**config.mk**
```make
export PLATFORM = sky130hd
export DESIGN_NAME = ride_dispatch_ctrl
export DESIGN_NICKNAME = d
export VERILOG_FILES = /design/src/rtl/ride_dispatch_ctrl.sv
export SDC_FILE = /design/constraint.sdc
export NUM_CORES = 1
export LEC_CHECK = 0
export CAP_MARGIN = 10
export CELL_PAD_IN_SITES_DETAIL_PLACEMENT = 1
export CELL_PAD_IN_SITES_GLOBAL_PLACEMENT = 2
export CORE_ASPECT_RATIO = 1.5
export CORE_MARGIN = 3
export CORE_UTILIZATION = 30
export CTS_BUF_LIST = sky130_fd_sc_hd__clkbuf_4
export CTS_CLUSTER_SIZE = 16
export DETAILED_ROUTE_END_ITERATION = 7
export PLACE_DENSITY_LB_ADDON = 0.1
export SYNTH_ARGS = -nofsm -noshare
export SYNTH_HDL_FRONTEND = slang
export SYNTH_SLANG_ARGS = --single-unit
export TNS_END_PERCENT = 30
```
**constraint.sdc**
```tcl
create_clock -name CLOCK_50 -period 4.3 [get_ports CLOCK_50]
set_clock_uncertainty 0.05 [all_clocks]
set_input_delay 0.86 -clock CLOCK_50 [delete_from_list [all_inputs] [get_ports CLOCK_50]]
set_output_delay 0.86 -clock CLOCK_50 [all_outputs]
set_load 0.005 [all_outputs]
```
**src/rtl/ride_dispatch_ctrl.sv**
```systemverilog
// Queue/ride sequencing controller: tracks waiting people, dispatches ride runs,
// and times the BOARD/RIDE phases. Optional macro AUTO_GO_EN enables automatic dispatch.
module ride_dispatch_ctrl #(
  parameter int unsigned CAP      = 20,
  parameter int unsigned SEAT     = 8,
  parameter int unsigned LOAD_CYC = 4,
  parameter int unsigned RIDE_CYC = 50000000,
  parameter int unsigned CNT_W    = 5
) (
  input  logic             CLOCK_50,
  input  logic             rst,
  input  logic [2:0]       add_p,
  input  logic             go_p,
  output logic [CNT_W-1:0] count,
  output logic [2:0]       runs,
  output logic [1:0]       phase,
  output logic             busy,
  output logic             ovf,
  output logic             rej
);

  localparam int unsigned TMR_MAX = (LOAD_CYC > RIDE_CYC) ? LOAD_CYC : RIDE_CYC;
  localparam int unsigned TMR_W   = (TMR_MAX > 2) ? $clog2(TMR_MAX) : 1;
  localparam int unsigned SUM_W   = CNT_W + 1;

  typedef enum logic [1:0] {
    IDLE  = 2'd0,
    BOARD = 2'd1,
    RIDE  = 2'd2
  } phase_t;

  phase_t           state, state_n;
  logic [TMR_W-1:0] timer, timer_n;
  logic [CNT_W-1:0] count_n;
  logic             ovf_n, rej_n;
  logic             trig_c, dispatch_c;
  logic [SUM_W-1:0] post_c, group_c, sum_c;

  // Highest-value arrival bit wins; lower bits are discarded.
  always_comb begin
    group_c = '0;
    if (add_p[2])      group_c = SUM_W'(12);
    else if (add_p[1]) group_c = SUM_W'(8);
    else if (add_p[0]) group_c = SUM_W'(4);
  end

`ifdef AUTO_GO_EN
  assign trig_c = 1'b1;
`else
  assign trig_c = go_p;
`endif

  // Dispatch is resolved first; the arrival is then checked against the post-dispatch count.
  assign dispatch_c = (state == IDLE) && trig_c && (SUM_W'(count) >= SUM_W'(SEAT));
  assign post_c     = dispatch_c ? (SUM_W'(count) - SUM_W'(SEAT)) : SUM_W'(count);
  assign sum_c      = post_c + group_c;

  always_comb begin
    state_n = state;
    timer_n = timer;
    count_n = CNT_W'(post_c);
    ovf_n   = 1'b0;
    rej_n   = go_p && !dispatch_c;

    if (group_c != '0) begin
      if (sum_c <= SUM_W'(CAP)) count_n = CNT_W'(sum_c);
      else                      ovf_n   = 1'b1;
    end

    case (state)
      IDLE: begin
        if (dispatch_c) begin
          state_n = BOARD;
          timer_n = TMR_W'(LOAD_CYC - 1);
        end
      end
      BOARD: begin
        if (timer == '0) begin
          state_n = RIDE;
          timer_n = TMR_W'(RIDE_CYC - 1);
        end else begin
          timer_n = timer - TMR_W'(1);
        end
      end
      RIDE: begin
        if (timer == '0) state_n = IDLE;
        else             timer_n = timer - TMR_W'(1);
      end
      default: begin
        state_n = IDLE;
        timer_n = '0;
      end
    endcase
  end

  always_ff @(posedge CLOCK_50) begin
    if (rst) begin
      state <= IDLE;
      timer <= '0;
      count <= '0;
      busy  <= 1'b0;
      ovf   <= 1'b0;
      rej   <= 1'b0;
    end else begin
      state <= state_n;
      timer <= timer_n;
      count <= count_n;
      busy  <= (state_n != IDLE);
      ovf   <= ovf_n;
      rej   <= rej_n;
    end
  end

  assign phase = state;
  assign runs  = 3'(count / CNT_W'(SEAT));

endmodule

```
==> results.toml, run 1 <==
[clocking]
clkTransAtPathRegs_ns = 0.11
tritoncts = "done"
clock-sinks = 34
postCtsSetupBuffers = 0
cts_root_buffer = "clkbuf_4"
clock_latency_ns = 0.34
clock_tree.buffer_depth = 2
numCtsBuffers = 5
cts_max_level = 2
ctsHoldBuffers = 0
post_cts_resized = 0

[critical_path]
crit_fanout = 5
cp_data_arrival_time_ns = 3.85
critical_path_required_ns = 4.53
rr_startpoint = "count[3]"
critPathCaptureType = "flip-flop"
r2r_setup_slack_ns = 0.83
crit_type = "input port to flip-flop"
path_cells = "clkdlybuf4s50_1 > inv_1 > a2111oi_0 > xnor2_1 > inv_1 > ha_1 > a21oi_1 > o2111ai_1 > o211ai_1 > nor3_1 > mux2i_1"
cp_slowest_cell = "a2111oi_0"
start_kind = "input port"
r2r_cells = 10
rr_endpoint = "count[2]"
crit_path_max_incr_delay_ns = 0.68
critPathMostFrequentCell = "inv_1"

[synthesis]
synth_area_mm2 = 0.00215
yosysTopAreaCellShare = 0.316
synth_edf_count = 0
synth-async-reset-ratio = 0
synth_ff_type = "dfxtp_1"
synth_area_leaders = "dfxtp_1 32%, nor3_1 4.0%, or4_1 3.8%"
synth_area_leader_cell = "dfxtp_1"
synth.yosys.seq_area_share = 0.316
synth.avg_cell_area_um2 = 8.21
synth_cells = 262
ys_seq_elements = 34
synth_warnings = 0
synthDistinctLibCells = 59
synth.most_common_cell = "dfxtp_1"
synthTopCellsByCount = "34 x dfxtp_1, 17 x nor3_1, 15 x inv_1"

[sta]
fin_ws_ns = 0.680
rsz0062_at_grt = "no"
worstMarginPinSlew_ns = 0.831
slew_headroom = 0.442
min_period_over_period = 0.842
fmax_ghz = 0.276
setup_viol = 0
hold_viol = 0
period_needed_ns = 3.62
finalMaxSlewViolations = 0
fin_tns_setup_ns = 0

[run]
cap_violations = 0

[routing]
wirelength_mm = 6.35
vias = 2022
wl_per_cell_um = 18.1
drt_first_pass_iters = 4
avgViaCountPerCell = 5.76
ant_nets = 0
drt_iter0_drc = 50
drc = 0

[floorplan]
die_x_um = 75.2
num_io_pins = 19
rows = 37
coreArea_mm2 = 0.00690
fp.dieArea_mm2 = 0.00825
start_util = 0.312
fp.dieH_um = 110

[global_route]
gr-total-overflow = 0
globalRoute.busiestLayer = "met2"
grtUsageMet1 = 0.208
grt_use_met3 = 0.0293
grt_pass1_wl_mm = 10.6
grt_antenna_before_repair = 0
grt_pass1_vias = 2076
grt_max_degree = 20
grtUsageTotal = 0.169
grt_use_met2 = 0.296

[place]
postPlaceCellArea_mm2 = 0.00235
place_ws_ns = 0.316
portBuffers = 15
hpwl_mm = 4.65
gp_congestion = 0.838

[final_layout]
stdcell_area_mm2 = 0.00240
nets = 283
n_antenna_cell = 0
drive_above_1_share = 0.110
syn2layout_area_growth_pct = 11.5
final_util = 0.348

[min_path]
hold_end = "timer[10]"
min_from = "timer[10]"
hold_path_class = "flip-flop to flip-flop"
min_path_cells = 2

[run_status]
outcome = "complete, no violations"
-- cell type report --
cell class	count	area [µm²]
clock buffers	5	37.5
clock inverters	3	11.3
fillers	823	4500
inverters	16	60.1
multi-input cells	194	1320
flip-flops and latches	34	681
well taps	78	97.6
repair buffers	21	195
-- critical path: cells and delay by family --
kind            cells  cell delay [ns]
fa+ha+maj           1             0.30
compound gates      4             1.21
xor+xnor            1             0.25
mux                 1             0.21
buf+inv             3             0.74
simple gates        1             0.29
-- sequential cells by signal (all words and copies together) (netlist names) --
register,flops
busy,1
count,3
ovf,1
phase,2
rej,1
timer,26
-- layer usage --
metal	share of wire	vias up	routed length [µm]
met5	0	-	0
met4	0.011	0	70
met3	0.019	6	119
met2	0.53	25	3370
met1	0.44	975	2790
li1	-	1016	-
-- cells in the final DEF, fill, tap and decap left out, types with 2 or more instances in the layout --
master,count
nand4_1,2
o211a_1,3
a22o_1,3
or4b_2,4
ha_1,4
a211oi_1,2
a31o_2,2
clkinv_1,4
nand3_1,4
o31ai_1,6
or3_1,7
or2_2,6
nor3_1,17
o31a_1,5
inv_1,15
clkbuf_4,5
o21ai_0,12
a21oi_1,13
a22oi_1,3
o22ai_1,4
nor4_1,9
or4_1,11
nand2b_1,5
a221o_1,4
o211ai_1,4
nand2_1,12
clkdlybuf4s50_1,15
dfxtp_1,34
nor2_1,14
and3_1,3
buf_4,6
a21o_1,5
xnor2_1,2
conb_1,3
-- stage by stage --
step           instances  hold slack (ns)
6_report             351            0.442
5_1_grt              351            0.470
4_1_cts              351            0.443
3_5_place_dp         343            0.423
3_3_place_gp         343            0.416
2_1_floorplan        264            0.397
-- how the worst max path moves through the flow --
stage / end / slack [ns] / from
2_1_floorplan: count[4] / 0.97 / go_p
3_3_place_gp: count[2] / 0.43 / go_p
3_5_place_dp: count[2] / 0.32 / go_p
4_1_cts: count[2] / 0.70 / go_p
5_1_grt: count[2] / 0.39 / go_p
6_report: count[2] / 0.68 / go_p
-- cells by family (layout without fill, tap and decap cells) --
logic type               count (synthesis)  in the layout  synth area share
AND/OR/NAND/NOR                        104            104             0.290
AO/OA/AOI/OAI                           78             78             0.267
buffers and inverters                   36             45            0.0750
flip-flops                              34             34             0.316
adder cells (fa/ha/maj)                  5              5            0.0326
XOR/XNOR                                 2              2           0.00814
multiplexers                             2              2           0.00988
other                                    1              3           0.00174
Power of run 1 is not shown: default switching activity piles up to over one toggle a cycle in this logic, so the estimate is an artifact.
==> run 2: changes to the inputs <==
clock period = 3.4 ns   (was 4.3 ns; I/O delays follow)
==> run 2 against run 1 <==
  * Utilization up 1.7 points
  * Die area unchanged
  * Via count up 5.6%
  * Count of clock-buffer cells in the layout grew 1
  * Largest cell class unchanged
  * Flip-flop and latch count stayed put
  * First-iteration DRC count is 80% higher
  * Sequential share of layout area is 1.3 points lower
  * Global-route usage increased by 0.45 points
  * Final area grew 4.9%
  * Non-clock buffer count is 15 higher
==> results.toml, run 2 (same netlist as run 1, synthesis figures left out) <==
[final_layout]
nets = 298
mostFrequentLayoutCell = "dfxtp_1"
n_antenna_cell = 0
drive_above_1_share = 0.163
regMostFlops = "timer"
largest_register_ffs = 26
syn2layout_area_growth_pct = 17.0
final_cell_mix = "34 x dfxtp_1, 21 x buf_4, 17 x nor3_1"

[min_path]
hold_path_class = "flip-flop to flip-flop"

[critical_path]
r2r_setup_slack_ns = 0.21
crit_type = "flip-flop to flip-flop"
rr_endpoint = "count[2]"
crit_fanout = 7
crit_path_max_incr_delay_ns = 0.47
start_kind = "flip-flop"
crit_start = "count[4]"
crit_end = "count[2]"
critPathCaptureType = "flip-flop"
cp_data_arrival_time_ns = 3.42
critical_path_required_ns = 3.63
r2r_cells = 11
path_cells = "or3b_2 > a2111oi_0 > buf_4 > xnor2_1 > inv_1 > ha_1 > a21oi_1 > o2111ai_1 > o211ai_1 > nor3_1 > mux2i_1"
cp_slowest_cell = "or3b_2"
rr_startpoint = "count[4]"

[clocking]
clock_latency_ns = 0.34
postCtsSetupBuffers = 0
cts_max_level = 2
numCtsBuffers = 5
post_cts_resized = 0
tritoncts = "done"
clock-sinks = 34
ctsHoldBuffers = 0
clock_tree.buffer_depth = 2
cts_root_buffer = "clkbuf_4"
clkTransAtPathRegs_ns = 0.11

[floorplan]
fp.dieH_um = 110
rows = 37
fp.dieArea_mm2 = 0.00825
start_util = 0.312
num_io_pins = 19
die_x_um = 75.2
coreArea_mm2 = 0.00690

[routing]
drt_first_pass_iters = 4
wl_per_cell_um = 17.9
drt_iter0_drc = 90
avgViaCountPerCell = 5.83
drc = 0
vias = 2135
wirelength_mm = 6.54
ant_nets = 0

[run_status]
outcome = "complete, no violations"

[global_route]
grt_max_degree = 16
grt_antenna_before_repair = 0
grtUsageTotal = 0.174
grt_use_met3 = 0.0293
grt_pass1_vias = 2158
grt_pass1_wl_mm = 10.9
grt_use_met2 = 0.297
grtUsageMet1 = 0.212
gr-total-overflow = 0
globalRoute.busiestLayer = "met2"

[run]
cap_violations = 0

[sta]
slew_headroom = 0.621
min_period_over_period = 0.938
period_needed_ns = 3.19
finalMaxSlewViolations = 0
fin_ws_ns = 0.212
hold_viol = 0
setup_viol = 0
fmax_ghz = 0.314
rsz0062_at_grt = "no"
worstMarginPinSlew_ns = 0.563

[place]
place_ws_ns = -0.122
gp_congestion = 0.803
hpwl_mm = 4.91
portBuffers = 15
==> run 2: worst min path at each step <==
stage	startpoint	to	slack, ns	cells past startpoint
2_1_floorplan	timer[8]	timer[8]	0.40	2
3_3_place_gp	timer[23]	timer[23]	0.42	1
3_5_place_dp	timer[8]	timer[8]	0.43	2
4_1_cts	timer[8]	timer[8]	0.45	2
5_1_grt	timer[8]	timer[8]	0.46	2
6_report	timer[8]	timer[8]	0.45	2
==> run 2: per-layer routing <==
layer | up-vias | part of all wire
met4 | 0 | 0.025
met2 | 34 | 0.52
met1 | 1054 | 0.43
li1 | 1037 | -
met5 | - | 0
met3 | 10 | 0.023
==> run 2: stage by stage <==
step / instance area (µm²) / hold slack, ns / utilization / TNS (ns) / instances
after floorplan: 2160 / 0.397 / - / 0 / 264
after global placement: 2460 / 0.417 / 0.357 / -0.00980 / 358
after detailed placement: 2460 / 0.431 / 0.357 / -0.354 / 358
after CTS: 2520 / 0.451 / 0.365 / 0 / 366
after global routing: 2520 / 0.465 / 0.365 / 0 / 366
final: 2520 / 0.447 / 0.365 / 0 / 366
==> run 2: critical path, delay by kind of cell, from the launching register on <==
| kind | cells | cell delay, ns |
|---|---|---|
| xor+xnor | 1 | 0.19 |
| simple gates | 2 | 0.75 |
| flops | 1 | 0.39 |
| buf+inv | 2 | 0.31 |
| fa+ha+maj | 1 | 0.29 |
| compound gates | 4 | 0.93 |
| mux | 1 | 0.21 |
==> run 2: layout make-up <==
| class | count | area [µm²] |
|---|---|---|
| tap | 78 | 97.6 |
| clock inverter | 2 | 8.76 |
| clock buffer | 6 | 45.0 |
| sequential | 34 | 681 |
| fill | 843 | 4380 |
| timing repair buffer | 36 | 308 |
| inverter | 16 | 60.1 |
| multi-input combinational | 194 | 1320 |
Power of run 2 is left out for the same reason.
==> run 3: changes to the inputs <==
--- a/config.mk
+++ b/config.mk
@@ -7,2 +7,3 @@
 export LEC_CHECK = 0
+export ABC_AREA = 1
 export CAP_MARGIN = 10
--- a/constraint.sdc
+++ b/constraint.sdc
@@ -4,2 +4,2 @@
 set_output_delay 0.68 -clock CLOCK_50 [all_outputs]
-set_load 0.005 [all_outputs]
+set_load 0.02 [all_outputs]
==> run 3 against run 2 <==
  * Cell count up 28%
  * Flip-flop and latch count unchanged
  * Non-clock buffer count down 19
  * Sequential share of layout area down 0.11 points
  * Maximum frequency up 17%
  * Global-route usage down 1.1 points
  * Wire length down 1.6%
  * Critical endpoint unchanged
  * Highest routed layer unchanged
==> results.toml, run 3 <==
[clocking]
clkTransAtPathRegs_ns = 0.12
ctsHoldBuffers = 0
clock_tree.buffer_depth = 2
tritoncts = "done"
post_cts_resized = 0
numCtsBuffers = 5
cts_root_buffer = "clkbuf_4"
clock_latency_ns = 0.35
postCtsSetupBuffers = 0
clock-sinks = 34
cts_max_level = 2

[final_layout]
final_cell_mix = "99 x nand2_1, 56 x nor2_1, 44 x inv_1"
drive_above_1_share = 0.0790
regMostFlops = "timer"
largest_register_ffs = 26
stdcell_count = 467
nets = 377
n_antenna_cell = 0
mostFrequentLayoutCell = "nand2_1"
syn2layout_area_growth_pct = 11.4

[critical_path]
critPathMostFrequentCell = "nand2_1"
cp_slowest_cell = "clkdlybuf4s50_1"
critical_path_required_ns = 3.61
crit_start = "go_p"
crit_fanout = 4
cp_data_arrival_time_ns = 2.93
crit_path_max_incr_delay_ns = 0.48
path_cells = "clkdlybuf4s50_1 > inv_1 > nor2_2 > nand2_1 > xor2_1 > inv_1 > ha_1 > a21o_1 > nand3_1 > nand2_1 > nand2_1 > nand3_1 > nor2_1 > nor2_1"
start_kind = "input port"
crit_type = "input port to flip-flop"
rr_startpoint = "count[4]"
critPathCaptureType = "flip-flop"

[synthesis]
synth-async-reset-ratio = 0
yosysTopAreaCellShare = 0.300
synth.yosys.seq_area_share = 0.300
synth.avg_cell_area_um2 = 6.46
synth_warnings = 0
synth_area_leaders = "dfxtp_1 30%, nand2_1 16%, nor2_1 9.3%"
synthDistinctLibCells = 36
synth_area_leader_cell = "dfxtp_1"
synthTopCellsByCount = "99 x nand2_1, 56 x nor2_1, 44 x inv_1"
synth_cells = 351
synth_area_mm2 = 0.00227
synth_ff_type = "dfxtp_1"
ys_seq_elements = 34
synth_edf_count = 0
synth.most_common_cell = "nand2_1"

[sta]
period_needed_ns = 2.72
worstMarginPinSlew_ns = 0.595
slew_headroom = 0.602
min_period_over_period = 0.800
holdWs_ns = 0.439
fmax_ghz = 0.368
rsz0062_at_grt = "no"
fin_tns_setup_ns = 0
finalMaxSlewViolations = 0
hold_viol = 0
setup_viol = 0

[routing]
wirelength_mm = 6.43
ant_nets = 0
drt_iter0_drc = 43
avgViaCountPerCell = 4.63
drt_first_pass_iters = 4
wl_per_cell_um = 13.8
drc = 0
vias = 2160

[place]
hpwl_mm = 4.96
dp.cells = 459
portBuffers = 15
gp_congestion = 0.729

[global_route]
grt_pass1_vias = 2287
grt_max_degree = 30
grt_pass1_wl_mm = 11.1
grtUsageTotal = 0.163
grt_antenna_before_repair = 0
gr-total-overflow = 0

[floorplan]
fp.dieH_um = 113
coreArea_mm2 = 0.00727
die_x_um = 77
start_util = 0.312
fp.dieArea_mm2 = 0.00866
rows = 38
num_io_pins = 19

[min_path]
hold_path_class = "flip-flop to flip-flop"
min_from = "timer[23]"

[run_status]
outcome = "complete, no violations"

[run]
cap_violations = 0
## run 3: final timing paths
kind / endpoint / slack, ns / cells after the start
setup / recovery: count[2] / 0.68 / 14
hold / removal: timer[23] / 0.44 / 2
setup reg to reg: count[2] / 0.85 / 14
hold reg to reg: timer[23] / 0.44 / 2
## run 3: cells by family (layout without fill, tap and decap cells)
kind of cell / Yosys count / after routing / share of synthesized area
simple gates: 206 / 206 / 0.397
buf+inv: 57 / 71 / 0.115
flops: 34 / 34 / 0.300
compound gates: 33 / 33 / 0.0976
xor+xnor: 15 / 15 / 0.0579
fa+ha+maj: 5 / 5 / 0.0309
other cells: 1 / 3 / 0.00165
## run 3: critical path, delay by kind of cell
kind,cells,cell delay [ns]
simple gates,8,0.85
buf+inv,3,0.61
fa+ha+maj,1,0.29
xor+xnor,1,0.31
compound gates,1,0.19
## run 3: layer usage
metal	global-route usage	up-vias	part of all wire
li1	-	1118	-
met1	0.169	1019	0.40
met2	0.325	16	0.56
met3	0.0273	7	0.018
met4	0.0534	0	0.015
met5	0	-	0
## run 3: area by class of cell
cell class	count	area (µm²)
clock buffers	5	37.5
clock inverters	3	11.3
fillers	988	4750
inverters	46	173
multi-input cells	262	1340
flip-flops and latches	34	681
well taps	100	125
repair buffers	17	165
## run 3: metrics by stage
| stage | cell area, µm² | utilization | worst slack [ns] |
|---|---|---|---|
| finish | 2530 | 0.347 | 0.681 |
| global route | 2530 | 0.347 | 0.416 |
| CTS | 2530 | 0.347 | 0.648 |
| detailed placement | 2480 | 0.341 | 0.255 |
| global placement | 2480 | 0.341 | 0.309 |
| floorplan | 2280 | - | 0.956 |
Power of run 3 is left out for the same reason.
